## src/rtl/serial_comparator_pkg.sv

```systemverilog
// Shared encodings for the digit-serial magnitude comparator.
// Result constants are ordered {gt, eq, lt} to match the output bundle.
package serial_comparator_pkg;

  typedef enum logic [1:0] {
    IDLE = 2'd0,
    CMP  = 2'd1,
    DONE = 2'd2
  } state_t;

  localparam logic [2:0] GT = 3'b100;
  localparam logic [2:0] EQ = 3'b010;
  localparam logic [2:0] LT = 3'b001;

endpackage

```

## src/rtl/serial_comparator_digit_cmp.sv

```systemverilog
// Purely combinational unsigned compare of one DIGIT-bit digit pair.
module digit_cmp #(
  parameter int DIGIT = 4
) (
  input  logic [DIGIT-1:0] x,
  input  logic [DIGIT-1:0] y,
  output logic             gt,
  output logic             eq,
  output logic             lt
);

  assign gt = (x > y);
  assign eq = (x == y);
  assign lt = (x < y);

endmodule

```

## src/rtl/serial_comparator.sv

```systemverilog
// Digit-serial comparator: examines operands MSB digit first and stops at the
// first differing digit. Signed mode flips both MSBs so unsigned digits suffice.
module serial_comparator
  import serial_comparator_pkg::*;
#(
  parameter int WIDTH  = 16,
  parameter int DIGIT  = 4,
  parameter int SIGNED = 0
) (
  input  logic             clk,
  input  logic             rst_n,
  input  logic             start_valid,
  output logic             start_ready,
  input  logic [WIDTH-1:0] a,
  input  logic [WIDTH-1:0] b,
  output logic             gt,
  output logic             eq,
  output logic             lt,
  output logic             done,
  output logic             busy
);

  localparam int NDIG = WIDTH / DIGIT;
  localparam int CW   = (NDIG > 1) ? $clog2(NDIG) : 1;
  localparam logic [CW-1:0]    LAST     = CW'(NDIG - 1);
  localparam logic [WIDTH-1:0] MSB_MASK = WIDTH'(SIGNED != 0) << (WIDTH - 1);

  state_t           state, state_n;
  logic [WIDTH-1:0] a_sh, b_sh;
  logic [CW-1:0]    cnt;
  logic [2:0]       res_pend;
  logic             d_gt, d_eq, d_lt;
  logic             accept, last, finish;

  digit_cmp #(.DIGIT(DIGIT)) u_digit_cmp (
    .x  (a_sh[WIDTH-1 -: DIGIT]),
    .y  (b_sh[WIDTH-1 -: DIGIT]),
    .gt (d_gt),
    .eq (d_eq),
    .lt (d_lt)
  );

  always_ff @(posedge clk or negedge rst_n) begin
    if (!rst_n) state <= IDLE;
    else        state <= state_n;
  end

  always_comb begin
    state_n     = state;
    start_ready = (state == IDLE);
    busy        = (state != IDLE);
    accept      = start_valid && (state == IDLE);
    last        = (cnt == LAST);
    finish      = !d_eq || last;
    case (state)
      IDLE:    if (start_valid) state_n = CMP;
      CMP:     if (finish)      state_n = DONE;
      DONE:    state_n = IDLE;
      default: state_n = IDLE;
    endcase
  end

  // Results only move in DONE, so gt/eq/lt hold between done pulses.
  always_ff @(posedge clk or negedge rst_n) begin
    if (!rst_n) begin
      a_sh     <= '0;
      b_sh     <= '0;
      cnt      <= '0;
      res_pend <= '0;
      gt       <= 1'b0;
      eq       <= 1'b0;
      lt       <= 1'b0;
      done     <= 1'b0;
    end else begin
      done <= 1'b0;
      if (accept) begin
        a_sh <= a ^ MSB_MASK;
        b_sh <= b ^ MSB_MASK;
        cnt  <= '0;
      end else if (state == CMP) begin
        if (finish) begin
          res_pend <= d_gt ? GT : (d_lt ? LT : EQ);
        end else begin
          a_sh <= a_sh << DIGIT;
          b_sh <= b_sh << DIGIT;
          cnt  <= cnt + CW'(1);
        end
      end else if (state == DONE) begin
        {gt, eq, lt} <= res_pend;
        done         <= 1'b1;
      end
    end
  end

endmodule

```

## config.mk

```make
export PLATFORM = sky130hd
export DESIGN_NAME = serial_comparator
export DESIGN_NICKNAME = d
export VERILOG_FILES = /design/src/rtl/serial_comparator_pkg.sv /design/src/rtl/serial_comparator_digit_cmp.sv /design/src/rtl/serial_comparator.sv
export SDC_FILE = /design/constraint.sdc
export NUM_CORES = 1
export LEC_CHECK = 0
export CAP_MARGIN = 20
export CORE_MARGIN = 1
export CORE_UTILIZATION = 54
export CTS_CLUSTER_DIAMETER = 120
export DETAILED_ROUTE_END_ITERATION = 7
export GPL_TIMING_DRIVEN = 0
export PLACE_DENSITY = 0.84
export SETUP_SLACK_MARGIN = 0.3
export SLEW_MARGIN = 40
export SYNTH_ARGS = -nofsm -noshare
export SYNTH_HDL_FRONTEND = slang
export SYNTH_HIERARCHICAL = 1
export SYNTH_SLANG_ARGS = --single-unit
```

## constraint.sdc

```tcl
create_clock -name clk -period 4.75 [get_ports clk]
set_input_delay 0.475 -clock clk [delete_from_list [all_inputs] [get_ports clk]]
set_output_delay 0.475 -clock clk [all_outputs]
set_load 0.005 [all_outputs]
```

[Yosys cells after proc, flatten, opt, wreduce, memory -nomap -nowiden]
Index checks and enable logic that the tools add are counted.
Word-level totals
  output and inout port bits: 6
  word-level logic and storage cells: 48
  memory bits (writable): 0
  bits in latches: 0
  memories kept: 0
  flip-flop bits (word level): 43
  ROM bits: 0
Cells by class
  divide/modulo/power cells: 0
  magnitude comparators: 2
  eq/ne operators: 7
  reductions and logical operators: 10
  shift operators: 0
  multiplexer cells: 17
  bitwise logic cells: 2
  $mul: 0
  $add $sub $neg: 1
Operator list (count)
  $mux W16: 6
  $mux W2: 6
  $ne A2 B2 Y1 const B: 3
  $reduce_and A3 Y1: 2
  $eq A2 B2 Y1 const B: 2
  $eq A4 B4 Y1: 1
  $gt A4 B4 Y1: 1
  $lt A4 B4 Y1: 1
  $pmux W2 S2: 1
  $reduce_and A2 Y1: 2
  $reduce_bool A2 Y1: 2
  $mux W1: 3
  $mux W3: 1
  $add A2 B1 Y2 const B: 1
  $eq A2 B1 Y1 const B: 1
  $logic_not A2 Y1: 1
  $not A1 Y1: 2
  $logic_and A1 B1 Y1: 1
  $logic_not A1 Y1: 1
  $logic_or A1 B1 Y1: 1

[Longest topological paths before layout]
Gate-level depths: netlist of run 1.
  word-level depth: 6
  gate-level depth with buffers: 9
  gate-level depth less buffers: 8

[By module]
Netlist of run 1, hierarchy kept.
By module, submodules not included
  serial_comparator: times used 1, sequential area each 1076.0 um2, cells each 156, area an instance 1770.4 um2
  digit_cmp: times used 1, sequential area each 0.0 um2, cells each 16, area an instance 128.9 um2

[Worst setup path after synthesis of run 1]
Ideal clock, no wire load.
  path type: register -> register
  from: reg a_sh[15]
  to: reg a_sh[0]
  clock period less this slack: 1.853 ns
  data arrival time: 1.733 ns
  slack: 2.897 ns
  data required time: 4.629 ns
  path buffers: 2
  stages on the path, launching flop included: 9
  cells stage by stage: dfrtp_1 -> ha_1 -> nand2_1 -> nor2_1 -> nor4bb_1 -> buf_2 -> nor2_1 -> buf_2 -> a22o_1
On the way
  word-level cells in the longest chain between the ends: 5
Ends and longest elaborated chain
  start, declared: RTL line serial_comparator.sv:29  | logic [WIDTH-1:0] a_sh, b_sh;
  start signal, assigned: RTL line serial_comparator.sv:77  | a_sh <= a ^ MSB_MASK;
  start signal, assigned: RTL line serial_comparator.sv:84  | a_sh <= a_sh << DIGIT;
  $eq A4 B4 Y1: RTL line serial_comparator_digit_cmp.sv:13  | assign eq = (x == y);
  named net d_eq: RTL line serial_comparator.sv:32  | logic d_gt, d_eq, d_lt;
  $logic_not A1 Y1: RTL line serial_comparator.sv:54  | finish = !d_eq || last;
  $logic_or A1 B1 Y1: RTL line serial_comparator.sv:54
  $ne A2 B2 Y1 (no source line)
  $reduce_and A2 Y1 (no source line)
The timed path passes the listed nets, and every way through them passes these cells.
A chain may end at the register's enable or synchronous reset.

[Worst setup path after layout of run 1]
  from: reg a_sh[15]
  to: reg a_sh[2]
Same word-level chain as after synthesis.

==> impl_metrics.json, run 1 <==
{
  "outcome": "finished clean",
  "fin_nets": 259,
  "portBuffers": 40,
  "cts_setup_buffers": 0,
  "synth_nets": 212,
  "clk-insertion-delay-late_ps": 370,
  "final_cells": 266,
  "cts_buffers": 5,
  "cap_violations": 0,
  "overflow": 0,
  "vias_per_cell": 5.66,
  "die_area_mm2": 0.00376,
  "grt_pass1_wl_mm": 6.90,
  "synth-main-ff-cell": "dfrtp_1",
  "fillCellCount": 274,
  "yosysTopAreaCell": "dfrtp_1",
  "synth_top_cell_area_share": 0.567,
  "row_count": 21,
  "yosys-top-cells-count": "43 x dfrtp_1, 18 x a22oi_1, 16 x nand2_1, 13 x inv_1, 12 x nand3_1",
  "tns_ps": 0,
  "antenna_found_initial": 0,
  "diodes": 0,
  "clk_path_buf_depth": 2,
  "ys_types": 28,
  "drtIter0Drc": 93,
  "wl_per_cell_um": 15.3,
  "finalCritPeriodShare": 0.464,
  "gp_congestion": 0.806,
  "yosysWarnings": 6,
  "final-hold-violation-count": 0,
  "htree_levels": 2,
  "slew_violations": 0,
  "cts.clk_slew.worst_paths_ps": 130,
  "synthCells": 172,
  "clockRootBuffer": "clkbuf_4",
  "boundaryPins": 41,
  "fmax_mhz": 454,
  "cts_resized": 0,
  "relSlewSlack": 0.651,
  "core_area_mm2": 0.00336,
  "yosysSeqAreaShare": 0.567,
  "rr_worst_depth": 8,
  "async_flop_share": 1.00,
  "ys_ff_latch": 43,
  "hold_class": "input pin to asynchronous set/reset pin",
  "synth_area_leaders": "dfrtp_1 57%, a22oi_1 7.1%, a22o_1 4.2%, mux2_2 3.6%, ha_1 3.3%",
  "start_util": 0.565,
  "end_kind": "flip-flop",
  "finalWirelength_mm": 4.06,
  "synth-edff-count": 0,
  "path_max_fanout": 10,
  "irDropWorstVdd_uv": 335,
  "ant_nets": 0,
  "period_needed_ps": 2200,
  "synth_area_mm2": 0.00190,
  "vias": 1505,
  "worst-r2r-setup-slack_ps": 2550,
  "area_growth_pct": 26.6,
  "drc": 0,
  "drive_above_1_share": 0.123,
  "fp.dieW_um": 61.3,
  "final-setup-viol-count": 0,
  "dp_hpwl_mm": 2.89,
  "synth.most_common_cell": "dfrtp_1",
  "arrival_ps": 2460,
  "cts_hold_buf": 0,
  "startpoint": "a_sh[15]$_DFFE_PN0P_",
  "rr_startpoint": "a_sh[15]$_DFFE_PN0P_",
  "crit_type": "flip-flop to flip-flop",
  "final_util": 0.715,
  "finClkSkew_ps": 12.9,
  "die_h_um": 61.3,
  "post_synth.cell_area_avg_um2": 11.0,
  "dr.pass1.iters": 4,
  "grt_pass1_vias": 1510,
  "endpoint": "a_sh[2]$_DFFE_PN0P_",
  "power_density_mw_per_mm2": 580,
  "tightestPinTransition_ps": 524,
  "crit_required_ps": 5010,
  "r2r_end": "a_sh[2]$_DFFE_PN0P_",
  "cts.sinks": 43,
  "grt_use_total": 0.263,
  "cts_tree": "yes",
  "power_leakage_uw": 0.00113,
  "dp.cells": 258,
  "critPathLaunchType": "flip-flop",
  "rsz0062_at_grt": "no",
  "grt_max_degree": 44
}
routing by layer:
layer	vias up	global-route usage	part of all wire
met4	0	0.0974	0.011
met1	739	0.322	0.43
met2	56	0.438	0.50
met5	-	0	0
li1	703	-	-
met3	7	0.0819	0.056
state kept, by name, indices dropped and copies added, names as in the netlist:
register,count
cnt,2
a_sh,16
gt,1
eq,1
done,1
res_pend,3
state,2
lt,1
b_sh,16
through the flow:
step | hold slack (ps) | power, µW | cell area, µm² | setup WS, ps
final | 70.9 | 1390 | 2400 | 2550
after CTS | 91.7 | 1400 | 2400 | 2540
after detailed placement | 482 | 1230 | 2350 | 2600
after global placement | 466 | 1190 | 2360 | 2210
after global routing | 102 | 1510 | 2400 | 2350
after floorplan | 179 | 1030 | 1900 | 2900
cell families after synthesis:
kind of cell	synth area share
flip-flops	0.567
AO/OA/AOI/OAI	0.170
AND/OR/NAND/NOR	0.136
multiplexers	0.0408
adder cells (fa/ha/maj)	0.0329
buffers and inverters	0.0540
critical path, cell delays in order, from the launching register on:
cell      delay [ps]
dfrtp_1          410
ha_1             300
nand2_1           90
nor2_1           240
nor4bb_1         340
buf_2            220
nor2_1            90
buf_2            220
a22o_1           200
worst min-delay path by stage:
stage | to | slack (ps) | depth (start not counted)
global route | cnt[1]$_DFFE_PN0P_ | 100 | 1
finish | cnt[0]$_DFFE_PN0P_ | 70 | 1
CTS | res_pend[2]$_DFFE_PN0P_ | 90 | 1
detailed placement | b_sh[2]$_DFFE_PN0P_ | 480 | 1
global placement | cnt[0]$_DFFE_PN0P_ | 470 | 1
floorplan | a_sh[0]$_DFFE_PN0P_ | 180 | 0
area by class of cell:
| cell class | count | area, µm² | area share |
|---|---|---|---|
| flip-flops and latches | 43 | 1080 | 0.447 |
| multi-input cells | 105 | 721 | 0.300 |
| repair buffers | 40 | 398 | 0.165 |
| well taps | 46 | 57.6 | 0.0239 |
| plain buffers | 11 | 53.8 | 0.0224 |
| inverters | 13 | 48.8 | 0.0203 |
| clock buffers | 7 | 45.0 | 0.0187 |
| clock inverters | 1 | 5.00 | 0.00208 |
cell usage in the layout, fill, tap and decap left out, types with 5 or more instances in the layout:
cell             Yosys  layout
nand3_1             12      12
a22o_1               9       9
inv_1               13      13
nand2_1             16      16
buf_2               10      10
ha_1                 5       5
clkdlybuf4s50_1      0      39
a22oi_1             18      18
mux2_2               6       6
dfrtp_1             43      43
o21ai_0              6       6
nor2_1               9       9
clkbuf_4             0       5
power by group:
group          internal [µW]  total, µW  switching (µW)
Combinational            300        584             284
Clock                   57.8        176             118
Sequential               534        634             100
(Power assumes the default switching activity.)
==> run 2, diff against run 1 <==
- CORE_UTILIZATION: 54 -> 45
- PLACE_DENSITY: 0.84 -> 0.75
- clock period: 4.75 -> 2.02 ns (I/O delays scaled with it)
==> run 2 against run 1 <==
  * Non-clock buffer count up 12
  * Maximum frequency up 21%
  * Critical path type unchanged
  * Highest routed layer unchanged
  * Sequential share of layout area shrank 5.2 points
  * Routed wire length up 11%
==> impl_metrics.json, run 2 (same netlist as run 1, synthesis figures left out) <==
{
  "outcome": "finished clean",
  "area_growth_pct": 43.1,
  "layout_common_cells": "43 x dfrtp_1, 39 x clkdlybuf4s50_1, 16 x a22oi_1",
  "worst-r2r-setup-slack_ps": 200,
  "hold_class": "input pin to asynchronous set/reset pin",
  "finalCritPeriodShare": 0.902,
  "critPathBufInv": 5,
  "gp_congestion": 0.777,
  "core_area_mm2": 0.00403,
  "worst_path_most_repeated_cell": "buf_6",
  "grt_use_total": 0.240,
  "grt_pass1_wl_mm": 7.73,
  "path_cells": "inv_2 -> ha_4 -> nand2_4 -> nor2_4 -> nor4bb_4 -> buf_6 -> buf_6 -> buf_6 -> buf_6 -> a22oi_2 -> o21ai_1",
  "dp_hpwl_mm": 2.77,
  "max_stage_delay_ps": 410,
  "rsz0062_at_grt": "yes",
  "diodes": 0,
  "tightestPinTransition_ps": 536,
  "grt_pass1_vias": 1640,
  "irDropWorstVdd_uv": 604,
  "cts_buffers": 5,
  "overflow": 0,
  "end_kind": "flip-flop",
  "clk-insertion-delay-late_ps": 300,
  "clockRootBuffer": "clkbuf_8",
  "cap_violations": 0,
  "fin_nets": 271,
  "dp.cells": 262,
  "die_h_um": 67.0,
  "final_cells": 281,
  "period_needed_ps": 1820,
  "critical-path-top-delay-family": "buffers and inverters",
  "cts.sinks": 43,
  "boundaryPins": 41,
  "crit_required_ps": 2200,
  "whs_ps": 427,
  "power_leakage_uw": 0.00124,
  "vias": 1539,
  "clk_path_buf_depth": 2,
  "critPathLaunchType": "flip-flop",
  "htree_levels": 2,
  "cts_tree": "yes",
  "fp.dieW_um": 67.0,
  "antenna_found_initial": 0,
  "final_common_cell": "dfrtp_1",
  "fmax_mhz": 549,
  "slew_violations": 0,
  "grt_max_degree": 44,
  "fillCellCount": 330,
  "relSlewSlack": 0.643,
  "power_density_mw_per_mm2": 1480,
  "drive_above_1_share": 0.247,
  "finalWirelength_mm": 4.51,
  "vias_per_cell": 5.48,
  "final-hold-violation-count": 0,
  "row_count": 23,
  "cp_slowest_cell": "dfrtp_1",
  "drtIter0Drc": 88,
  "drc": 0,
  "reg_top3": "a_sh (16), b_sh (16), res_pend (3)",
  "ant_nets": 0,
  "final-setup-viol-count": 0,
  "cts.clk_slew.worst_paths_ps": 80,
  "portBuffers": 40,
  "die_area_mm2": 0.00448,
  "dr.pass1.iters": 4,
  "start_util": 0.471,
  "crit_type": "flip-flop to flip-flop",
  "wl_per_cell_um": 16.0,
  "arrival_ps": 2000,
  "finClkSkew_ps": 5.14,
  "path_max_fanout": 5
}
## run 2: per-stage QoR
step | setup slack [ps] | TNS (ps) | total power [µW] | instance area (µm²) | util
after floorplan | 322 | 0 | 2430 | 1910 | -
after global placement | -386 | -16540 | 2830 | 2370 | 0.589
after detailed placement | 44.6 | 0 | 2880 | 2370 | 0.589
after CTS | 182 | 0 | 3780 | 2620 | 0.650
after global routing | 148 | 0 | 4330 | 2720 | 0.675
final | 198 | 0 | 4030 | 2720 | 0.675
## run 2: per-layer routing
metal  share of wire  global-route usage  vias to the layer above
met5               0                   0                        -
met4           0.014              0.0638                        0
met3           0.048              0.0616                        7
met2            0.51               0.405                       48
met1            0.43               0.302                      758
li1                -                   -                      726
## run 2: final timing paths
| check | start | end | cells after the start |
|---|---|---|---|
| max | b_sh[14]$_DFFE_PN0P_ | b_sh[12]$_DFFE_PN0P_ | 11 |
| min | rst_n | b_sh[14]$_DFFE_PN0P_ | 2 |
| max reg2reg | b_sh[14]$_DFFE_PN0P_ | b_sh[12]$_DFFE_PN0P_ | 11 |
| min reg2reg | cnt[0]$_DFFE_PN0P_ | cnt[0]$_DFFE_PN0P_ | 1 |
| max in group asynchronous | rst_n | b_sh[7]$_DFFE_PN0P_ | 2 |
| min in group clk | cnt[0]$_DFFE_PN0P_ | cnt[0]$_DFFE_PN0P_ | 1 |
## run 2: layout make-up
cell class / instances / area, µm² / share of cell area
Tap cell: 50 / 62.6 / 0.0230
Buffer: 11 / 75.1 / 0.0276
Inverter: 13 / 48.8 / 0.0179
Clock buffer: 6 / 72.6 / 0.0267
Multi-Input combinational cell: 105 / 848 / 0.312
Timing Repair Buffer: 52 / 505 / 0.186
Clock inverter: 1 / 30.0 / 0.0110
Sequential cell: 43 / 1080 / 0.396
## run 2: repair_timing
item / 4_1_cts / 5_1_grt
hold buffers: 1 / 0
cloned: 1 / 0
gates resized for setup: 20 / 17
setup endpoints to repair: 38 / 38
hold endpoints to repair: 43 / 0
setup buffers: 7 / 3
pin swaps: 5 / 5
## run 2: worst register-to-register path: cells and delay by family, from the launching register on
kind / cells / cell delay, ps
buffers and inverters: 5 / 550
AND/OR/NAND/NOR: 3 / 270
AO/OA/AOI/OAI: 2 / 270
flip-flops: 1 / 410
adder cells (fa/ha/maj): 1 / 210
## run 2: report_power, final
part	switching (µW)	internal (µW)	total, µW	leakage, µW
clock	280	362	643	0.0000513
sequential	265	1260	1530	0.000530
combinational	837	1030	1860	0.000659
total	1380	2650	4030	0.00124
